File: src/rtl/bus_arbiter.sv
// ============================================================================
//  Module   : bus_arbiter
//  Brief    : Round-robin owner-locked arbiter for the shared CPU memory bus.
//             Optional ack watchdog enabled by defining BUS_ARB_TIMEOUT_EN.
//  Revision : 1.0 - initial release
// ============================================================================
`default_nettype none

module bus_arbiter #(
   parameter int NM      = 3,
   parameter int AW      = 32,
   parameter int DW      = 32,
   parameter int TIMEOUT = 255
) (
   input  logic                 clk_i,
   input  logic                 rst_i,
   input  logic [NM-1:0]        m_cyc_i,
   input  logic [NM-1:0]        m_stb_i,
   input  logic [NM-1:0]        m_we_i,
   input  logic [NM*AW-1:0]     m_adr_i,
   input  logic [NM*DW-1:0]     m_dat_i,
   input  logic [NM*DW/8-1:0]   m_sel_i,
   output logic [NM-1:0]        m_ack_o,
   output logic [NM-1:0]        m_err_o,
   output logic [DW-1:0]        m_dat_o,
   output logic                 s_cyc_o,
   output logic                 s_stb_o,
   output logic                 s_we_o,
   output logic [AW-1:0]        s_adr_o,
   output logic [DW-1:0]        s_dat_o,
   output logic [DW/8-1:0]      s_sel_o,
   input  logic                 s_ack_i,
   input  logic [DW-1:0]        s_dat_i,
   output logic [NM-1:0]        gnt_o,
   output logic                 busy_o
);

   localparam int IW = (NM > 1) ? $clog2(NM) : 1;
   localparam int SW = DW / 8;

   if (NM < 1 || NM > 8 || TIMEOUT < 1 || TIMEOUT > 65535) begin : g_bad_param
      $error("bus_arbiter: parameter out of range");
   end

   typedef enum logic [0:0] {
      S_IDLE  = 1'b0,
      S_OWNED = 1'b1
   } state_t;

   state_t          r_state, w_state_nxt;
   logic [NM-1:0]   r_gnt, w_gnt_nxt;
   logic [IW-1:0]   r_last, w_last_nxt;
   logic [IW-1:0]   w_idx;
   logic            w_found;
   logic            w_tmo;
   logic            w_live;
   logic            w_own_cyc, w_own_stb, w_own_we;
   logic [AW-1:0]   w_own_adr;
   logic [DW-1:0]   w_own_dat;
   logic [SW-1:0]   w_own_sel;

   always_ff @(posedge clk_i or posedge rst_i) begin
      if (rst_i) begin
         r_state <= S_IDLE;
         r_gnt   <= '0;
         r_last  <= IW'(NM - 1);
      end else begin
         r_state <= w_state_nxt;
         r_gnt   <= w_gnt_nxt;
         r_last  <= w_last_nxt;
      end
   end

   // Rotating scan starting one past the previous owner gives round-robin fairness.
   always_comb begin
      w_state_nxt = r_state;
      w_gnt_nxt   = r_gnt;
      w_last_nxt  = r_last;
      w_idx       = '0;
      w_found     = 1'b0;
      case (r_state)
         S_IDLE: begin
            for (int i = 1; i <= NM; i++) begin
               w_idx = IW'((int'(r_last) + i) % NM);
               if (!w_found && m_cyc_i[w_idx]) begin
                  w_found        = 1'b1;
                  w_gnt_nxt      = '0;
                  w_gnt_nxt[w_idx] = 1'b1;
                  w_last_nxt     = w_idx;
                  w_state_nxt    = S_OWNED;
               end
            end
         end
         S_OWNED: begin
            if (!w_own_cyc || w_tmo) begin
               w_state_nxt = S_IDLE;
               w_gnt_nxt   = '0;
            end
         end
         default: begin
            w_state_nxt = S_IDLE;
            w_gnt_nxt   = '0;
         end
      endcase
   end

   always_comb begin
      w_own_cyc = |(m_cyc_i & r_gnt);
      w_own_stb = |(m_stb_i & r_gnt);
      w_own_we  = |(m_we_i & r_gnt);
      w_own_adr = '0;
      w_own_dat = '0;
      w_own_sel = '0;
      for (int k = 0; k < NM; k++) begin
         w_own_adr = w_own_adr | ({AW{r_gnt[k]}} & m_adr_i[k*AW +: AW]);
         w_own_dat = w_own_dat | ({DW{r_gnt[k]}} & m_dat_i[k*DW +: DW]);
         w_own_sel = w_own_sel | ({SW{r_gnt[k]}} & m_sel_i[k*SW +: SW]);
      end
   end

`ifdef BUS_ARB_TIMEOUT_EN
   logic [15:0] r_cnt;

   always_ff @(posedge clk_i or posedge rst_i) begin
      if (rst_i) begin
         r_cnt <= '0;
      end else if (r_state == S_IDLE || (w_live && s_ack_i)) begin
         r_cnt <= '0;
      end else if (s_stb_o) begin
         r_cnt <= r_cnt + 16'd1;
      end
   end

   assign w_tmo   = (r_state == S_OWNED) && (r_cnt == 16'(TIMEOUT));
   assign m_err_o = {NM{w_tmo}} & r_gnt;
`else
   assign w_tmo   = 1'b0;
   assign m_err_o = '0;
`endif

   // Watchdog expiry forces the slave cycle low for the cycle the error is reported.
   assign w_live  = (r_state == S_OWNED) && w_own_cyc && !w_tmo;

   assign s_cyc_o = w_live;
   assign s_stb_o = w_live & w_own_stb;
   assign s_we_o  = w_live & w_own_we;
   assign s_adr_o = w_live ? w_own_adr : '0;
   assign s_dat_o = w_live ? w_own_dat : '0;
   assign s_sel_o = w_live ? w_own_sel : '0;

   assign m_ack_o = {NM{w_live & s_ack_i}} & r_gnt;
   assign m_dat_o = s_dat_i;
   assign gnt_o   = r_gnt;
   assign busy_o  = (r_state == S_OWNED);

endmodule

`default_nettype wire

File: config.mk
export PLATFORM = sky130hd
export DESIGN_NAME = bus_arbiter
export DESIGN_NICKNAME = d
export VERILOG_FILES = /design/src/rtl/bus_arbiter.sv
export SDC_FILE = /design/constraint.sdc
export NUM_CORES = 1
export LEC_CHECK = 0
export CORE_AREA = 4 4 137 139
export DETAILED_ROUTE_END_ITERATION = 7
export DIE_AREA = 0 0 141 143
export GPL_TIMING_DRIVEN = 0
export PLACE_DENSITY = 0.5
export SLEW_MARGIN = 20
export SYNTH_ARGS = -nofsm -noshare
export SYNTH_HDL_FRONTEND = slang
export SYNTH_SLANG_ARGS = --single-unit
File: constraint.sdc
create_clock -name clk_i -period 3 [get_ports clk_i]
set_input_delay 0.75 -clock clk_i [delete_from_list [all_inputs] [get_ports clk_i]]
set_output_delay 0.75 -clock clk_i [all_outputs]
set_load 0.01 [all_outputs]
==> flow_summary.yaml, run 1 <==
run_status:
  outcome: "finished, violations left"
  violations: "DRC"
layout:
  synthToLayoutAreaGrowth_pct: 174
  final_nets: 881
  mostFrequentLayoutCell: "clkdlybuf4s50_1"
  drive_above_1_share_pct: 23.9
  final_core_util_pct: 31.4
  mostFrequentLayoutCells: "248 x clkdlybuf4s50_1, 73 x buf_2, 72 x a222oi_1"
  fin_cells: 858
routing:
  wire_per_inst_microns: 20.0
  drt_iter0_markers: 462
  antenna_left: 0
  vias: 3920
  drcViolationCount: 1
  wirelength_microns: 17200
  dr.pass1.iters: 8
  routed_via_density: 4.57
global_routing:
  grt_usage_pct: 14.9
  grt_remaining_overflow: 0
  grt_pass1_vias: 3961
  grt_max_degree: 12
  grt_antenna_before_repair: 1
  grt_pass1_wl_microns: 23900
clocking:
  cts.sinks: 6
  insertion_delay_ps: 230
  cts_tree: "done"
  cts_root_buf: "clkbuf_16"
  postCtsHoldBufs: 0
  cts_buffer_depth: 2
  cts_buffers: 3
  clk_pin_slew_ps: 30
  htreeDepth: 1
critical_path:
  arrival_ps: 2100
  cp.required_ps: 2250
  critPathKind: "input port to primary output"
  worst-path-max-fanout: 10
  start_kind: "input port"
  cp-end-kind: "primary output"
power_and_ir_drop:
  peakVddDrop_mv: 0.304
  clock_power_share_pct: 7.9
  net-switching-power_mw: 1.29
  swShare_pct: 45.8
  power.leakage_nw: 2.36
  power_frac_seq_pct: 6.5
  combinationalPowerShare_pct: 85.6
  p_int_mw: 1.52
  p_per_area_nw_per_um2: 507
floorplan:
  start_util_pct: 11.5
  die_w_microns: 141
  core-area_sq_um: 17700
  die_y_microns: 143
  num_rows: 49
  die-area_sq_um: 20200
  io_pins: 361
place:
  gp_congestion: 0.906
  dp.final_hpwl_microns: 14200
  dpl.cell_count: 844
  port_buffers: 324
timing:
  skew_ps: 5.33
  fmax_mhz: 351
  slew_viol_final: 0
  rsz0062_at_grt: "no"
  finalHoldViolCount: 0
  relSlewSlack_pct: 66.2
  finalCritPeriodShare_pct: 95.1
  tightest_slew_ps: 506
  finalSetupViolCount: 0
  period_needed_ps: 2850
run:
  cap_viol_max_count: 0
synth:
  yosysSeqAreaShare_pct: 7.49
  yosysUniqueCellTypes: 38
  syn_inst: 289
  netlist_area_sq_um: 2020
  synth-seq-cells: 6
  ys_warn_count: 0
  avgSynthCellArea_sq_um: 7.00
hold_path:
  min_path_type: "flip-flop to flip-flop"
[flip-flops by register name, summed over array words and instances (netlist names)]
| register | cells |
|---|---|
| busy_o | 1 |
| r_last | 2 |
| gnt_o | 3 |
[power groups by stage]
| stage | sequential [mW] | clock, mW | combinational [mW] |
|---|---|---|---|
| after floorplan | 0.157 | 0 | 1.27 |
| after global placement | 0.153 | 0 | 2.26 |
| after detailed placement | 0.154 | 0 | 2.29 |
| after CTS | 0.186 | 0.228 | 2.36 |
| after global routing | 0.192 | 0.232 | 2.62 |
| final | 0.182 | 0.223 | 2.41 |
[metal layers]
layer / GRT usage [%] / routed length, microns
met4: 2.35 / 223
met3: 3.45 / 1460
met2: 26.2 / 8700
met5: 0 / 0
met1: 18.9 / 6790
[cell usage after synthesis]
cell type | instances | share of area [%]
a21oi_2 | 1 | 0.43
mux2_2 | 1 | 0.56
o21a_1 | 1 | 0.37
a31oi_1 | 1 | 0.31
o21bai_1 | 1 | 0.37
buf_4 | 36 | 13
and3_2 | 1 | 0.37
a222oi_1 | 72 | 36
nand2b_1 | 4 | 1.2
conb_1 | 1 | 0.19
nand4b_4 | 1 | 1.2
a41o_1 | 2 | 0.99
a22oi_1 | 1 | 0.37
buf_2 | 6 | 1.5
a21o_1 | 1 | 0.37
nor2_1 | 73 | 14
o21bai_2 | 1 | 0.56
and3_1 | 4 | 1.2
nand3_1 | 1 | 0.25
a32o_1 | 1 | 0.50
dfstp_2 | 1 | 1.3
ha_1 | 4 | 2.5
a221oi_1 | 1 | 0.43
a22o_1 | 1 | 0.43
mux2i_1 | 2 | 0.99
dfrtp_1 | 5 | 6.2
a21oi_1 | 7 | 1.7
clkbuf_1 | 31 | 5.8
buf_6 | 1 | 0.56
mux2_4 | 1 | 0.74
o22ai_1 | 1 | 0.31
inv_1 | 9 | 1.7
nor3_1 | 1 | 0.25
nor2b_1 | 2 | 0.62
a31o_2 | 1 | 0.43
nand2_1 | 3 | 0.56
o21ai_0 | 6 | 1.5
nand3b_1 | 2 | 0.74
[final timing paths]
path | start | endpoint | slack, ps | cells past startpoint
max | m_cyc_i[2] | s_dat_o[22] | 150 | 9
min | r_last[1]$_DFFE_PP1P_ | r_last[1]$_DFFE_PP1P_ | 550 | 2
max reg2reg | r_last[1]$_DFFE_PP1P_ | r_last[1]$_DFFE_PP1P_ | 700 | 9
min reg2reg | r_last[1]$_DFFE_PP1P_ | r_last[1]$_DFFE_PP1P_ | 550 | 2
max in group asynchronous | rst_i | r_last[1]$_DFFE_PP1P_ | 1990 | 2
min in group asynchronous | rst_i | gnt_o[1]$_DFFE_PP0P_ | 740 | 2
[through the flow]
step | hold WS [ps] | power (mW) | setup slack, ps | setup TNS (ps) | cell area (sq um)
after floorplan | 511 | 1.43 | 441 | 0 | 2030
after global placement | 532 | 2.42 | -1090 | -66960 | 5560
after detailed placement | 547 | 2.45 | -1050 | -67000 | 5560
after CTS | 552 | 2.78 | 2.55 | 0 | 5510
after global routing | 590 | 3.05 | 24.6 | 0 | 5550
final | 547 | 2.81 | 148 | 0 | 5550
[critical path, stage by stage]
cell and delay (ps):
clkbuf_2 110, a222oi_1 300, buf_4 180, nand2b_4 120
buf_8 140, buf_6 130, clkbuf_16 150, nor2_1 50
buf_2 150
[cells by family (layout without fill, tap and decap cells)]
kind of cell,count (synthesis),count (layout),share of synthesized area [%]
flip-flops,6,6,7.49
adder cells (fa/ha/maj),4,4,2.48
buffers and inverters,83,420,22.8
other,1,4,0.185
AO/OA/AOI/OAI,99,99,44.7
AND/OR/NAND/NOR,92,92,20.0
multiplexers,4,4,2.29
[what timing repair did]
| action | CTS | global route |
|---|---|---|
| endpoints found under the setup margin | 74 | 73 |
| pin swaps | 1 | 1 |
| cloned | 2 | 1 |
| gates resized for setup | 324 | 13 |
| setup buffers | 6 | 1 |
[area by class of cell]
type	instances	area, sq um
Multi-Input combinational cell	202	1430
Buffer	73	566
Fill cell	1906	12100
Sequential cell	6	153
Inverter	9	33.8
Timing Repair Buffer	334	3000
Antenna cell	1	2.50
Clock buffer	4	78.8
Tap cell	229	287
Note: power is estimated with default switching activity, not from simulation.
==> run 2: changes to the inputs <==
--- a/config.mk
+++ b/config.mk
@@ -5,11 +5,12 @@
 export SDC_FILE = /design/constraint.sdc
 export NUM_CORES = 1
 export LEC_CHECK = 0
-export CORE_AREA = 4 4 137 139
+export ABC_CLOCK_PERIOD_IN_PS = 3000
+export CORE_AREA = 2 2 139 141
 export DETAILED_ROUTE_END_ITERATION = 7
 export DIE_AREA = 0 0 141 143
 export GPL_TIMING_DRIVEN = 0
-export PLACE_DENSITY = 0.5
+export PLACE_DENSITY = 0.48
 export SLEW_MARGIN = 20
 export SYNTH_ARGS = -nofsm -noshare
 export SYNTH_HDL_FRONTEND = slang
==> run 2 against run 1 <==
  * Critical path type unchanged
  * Hold slack got worse by 1.1 ps
  * Sequential power grew 3%
  * Fmax shrank 2.4%
  * Critical path depth unchanged
  * Highest routed layer is now met5
  * Core utilization fell by 1.7 points
  * The flow now finishes without violations
  * Non-clock buffer count unchanged
  * Clock skew decreased by 1.0 ps
  * Sequential share of layout area is essentially flat
==> flow_summary.yaml, run 2 (synthesis results as in run 1) <==
layout:
  synthToLayoutAreaGrowth_pct: 173
  drive_above_1_share_pct: 23.7
  mostFrequentLayoutCells: "248 x clkdlybuf4s50_1, 76 x buf_2, 72 x a222oi_1, 72 x nor2_1, 42 x buf_4"
  final_core_util_pct: 29.7
  antenna_cells: 0
  largest_register_ffs: 3
  fin_cells: 862
  final_nets: 881
  mostFrequentLayoutCell: "clkdlybuf4s50_1"
global_routing:
  grt_max_degree: 12
  grt_antenna_before_repair: 1
  grt_pass1_vias: 3838
  grt_remaining_overflow: 0
  grt_usage_pct: 14.2
  grt_pass1_wl_microns: 22600
timing:
  relSlewSlack_pct: 63.0
  finalHoldViolCount: 0
  period_needed_ps: 2920
  fmax_mhz: 342
  skew_ps: 4.29
  slew_viol_final: 0
  tightest_slew_ps: 555
  finalCritPeriodShare_pct: 97.4
  finalSetupViolCount: 0
critical_path:
  r2r-start: "r_last[1]$_DFFE_PP1P_"
  path_cells: "clkdlybuf4s15_1, a222oi_1, buf_4, nand2b_4, buf_8, buf_6, clkbuf_4, nor2_1, buf_2"
  reg2reg_to: "r_last[1]$_DFFE_PP1P_"
  cp.buffers_inverters: 6
  reg2reg_slack_ps: 720
  crit_family: "buffers and inverters"
  cp.required_ps: 2250
  arrival_ps: 2170
  reg2regPathDepth: 8
  start_kind: "input port"
  worst-path-max-fanout: 6
  critPathKind: "input port to primary output"
  cp_slowest_cell: "a222oi_1"
  slowest_delay_ps: 320
  cp-end-kind: "primary output"
clocking:
  htreeDepth: 1
  insertion_delay_ps: 230
  cts_tree: "done"
  clk_pin_slew_ps: 30
  cts_root_buf: "clkbuf_16"
  cts_buffers: 3
  cts_buffer_depth: 2
  cts.sinks: 6
run_status:
  outcome: "finished, final reports clean"
floorplan:
  die-area_sq_um: 20200
  start_util_pct: 10.9
  die_y_microns: 143
  num_rows: 50
  io_pins: 361
  core-area_sq_um: 18600
  die_w_microns: 141
power_and_ir_drop:
  power.leakage_nw: 2.35
  peakVddDrop_mv: 0.294
  p_per_area_nw_per_um2: 502
routing:
  drcViolationCount: 0
  wirelength_microns: 16200
  vias: 3886
  dr.pass1.iters: 8
  antenna_left: 0
  drt_iter0_markers: 496
  wire_per_inst_microns: 18.8
  routed_via_density: 4.51
place:
  dp.final_hpwl_microns: 13200
  port_buffers: 324
  gp_congestion: 0.858
  dpl.cell_count: 849
hold_path:
  hold_depth: 2
  min_delay_worst_endpoint: "r_last[1]$_DFFE_PP1P_"
  hold_path_startpoint: "r_last[1]$_DFFE_PP1P_"
  min_path_type: "flip-flop to flip-flop"
run:
  cap_viol_max_count: 0
[run 2: worst register-to-register path: stages, from the launching register on]
cell,delay [ps]
dfstp_2,540
ha_1,240
buf_6,140
mux2_4,290
a222oi_1,330
buf_4,230
nand4b_4,110
a21oi_2,190
o21bai_1,130
[run 2: metal layers]
metal	track usage, %	routed length, microns	vias up
met5	0	13	-
met4	2.26	196	2
met3	3.05	1340	14
met2	25.4	8030	246
met1	17.8	6590	1817
li1	-	-	1807
[run 2: metrics by stage]
stage	worst slack (ps)	instance area, sq um	total power [mW]	TNS, ps	hold slack (ps)
after floorplan	441	2030	1.43	0	511
after global placement	-967	5570	2.42	-62920	531
after detailed placement	-959	5570	2.45	-62730	551
after CTS	27.3	5510	2.77	0	548
after global routing	-5.44	5520	2.98	-11.9	559
final	77.6	5520	2.77	0	546
[run 2: report_power, final]
part / internal, mW / switching [mW]
registers: 0.122 / 0.0657
logic: 1.20 / 1.16
clock network: 0.176 / 0.0437
[run 2: layout make-up]
type	count	area, sq um
multi-input cells	202	1430
clock buffers	4	78.8
repair buffers	334	2970
well taps	234	293
flip-flops and latches	6	153
fillers	1973	13100
plain buffers	73	563
inverters	9	33.8
[run 2: worst max path at each step]
| stage | from | endpoint | slack (ps) | depth (start not counted) |
|---|---|---|---|---|
| floorplan | m_cyc_i[0] | s_adr_o[0] | 440 | 6 |
| global placement | m_cyc_i[2] | s_dat_o[26] | -970 | 7 |
| detailed placement | m_cyc_i[1] | s_sel_o[3] | -960 | 7 |
| CTS | gnt_o[0]$_DFFE_PP0P_ | s_dat_o[6] | 30 | 7 |
| global route | m_cyc_i[1] | s_dat_o[18] | -5 | 9 |
| finish | m_cyc_i[1] | s_dat_o[16] | 80 | 9 |
[run 2: timing repair]
item                                    in CTS  in global routing
pin swaps                                    1                  1
gates resized for setup                    330                  4
endpoints found under the setup margin      74                 74
setup buffers                                6                  1
endpoints found under the hold margin        0                  0
hold buffers                                 0                  0
gates cloned                                 3                  0
==> run 3: changes to the inputs <==
--- a/config.mk
+++ b/config.mk
@@ -5,7 +5,9 @@
 export SDC_FILE = /design/constraint.sdc
 export NUM_CORES = 1
 export LEC_CHECK = 0
+export ABC_AREA = 0
 export ABC_CLOCK_PERIOD_IN_PS = 3000
+export CAP_MARGIN = 0
 export CORE_AREA = 2 2 139 141
 export DETAILED_ROUTE_END_ITERATION = 7
 export DIE_AREA = 0 0 141 143
==> results of run 3 <==
Final layout, timing and power as in run 2 (identical DEF).
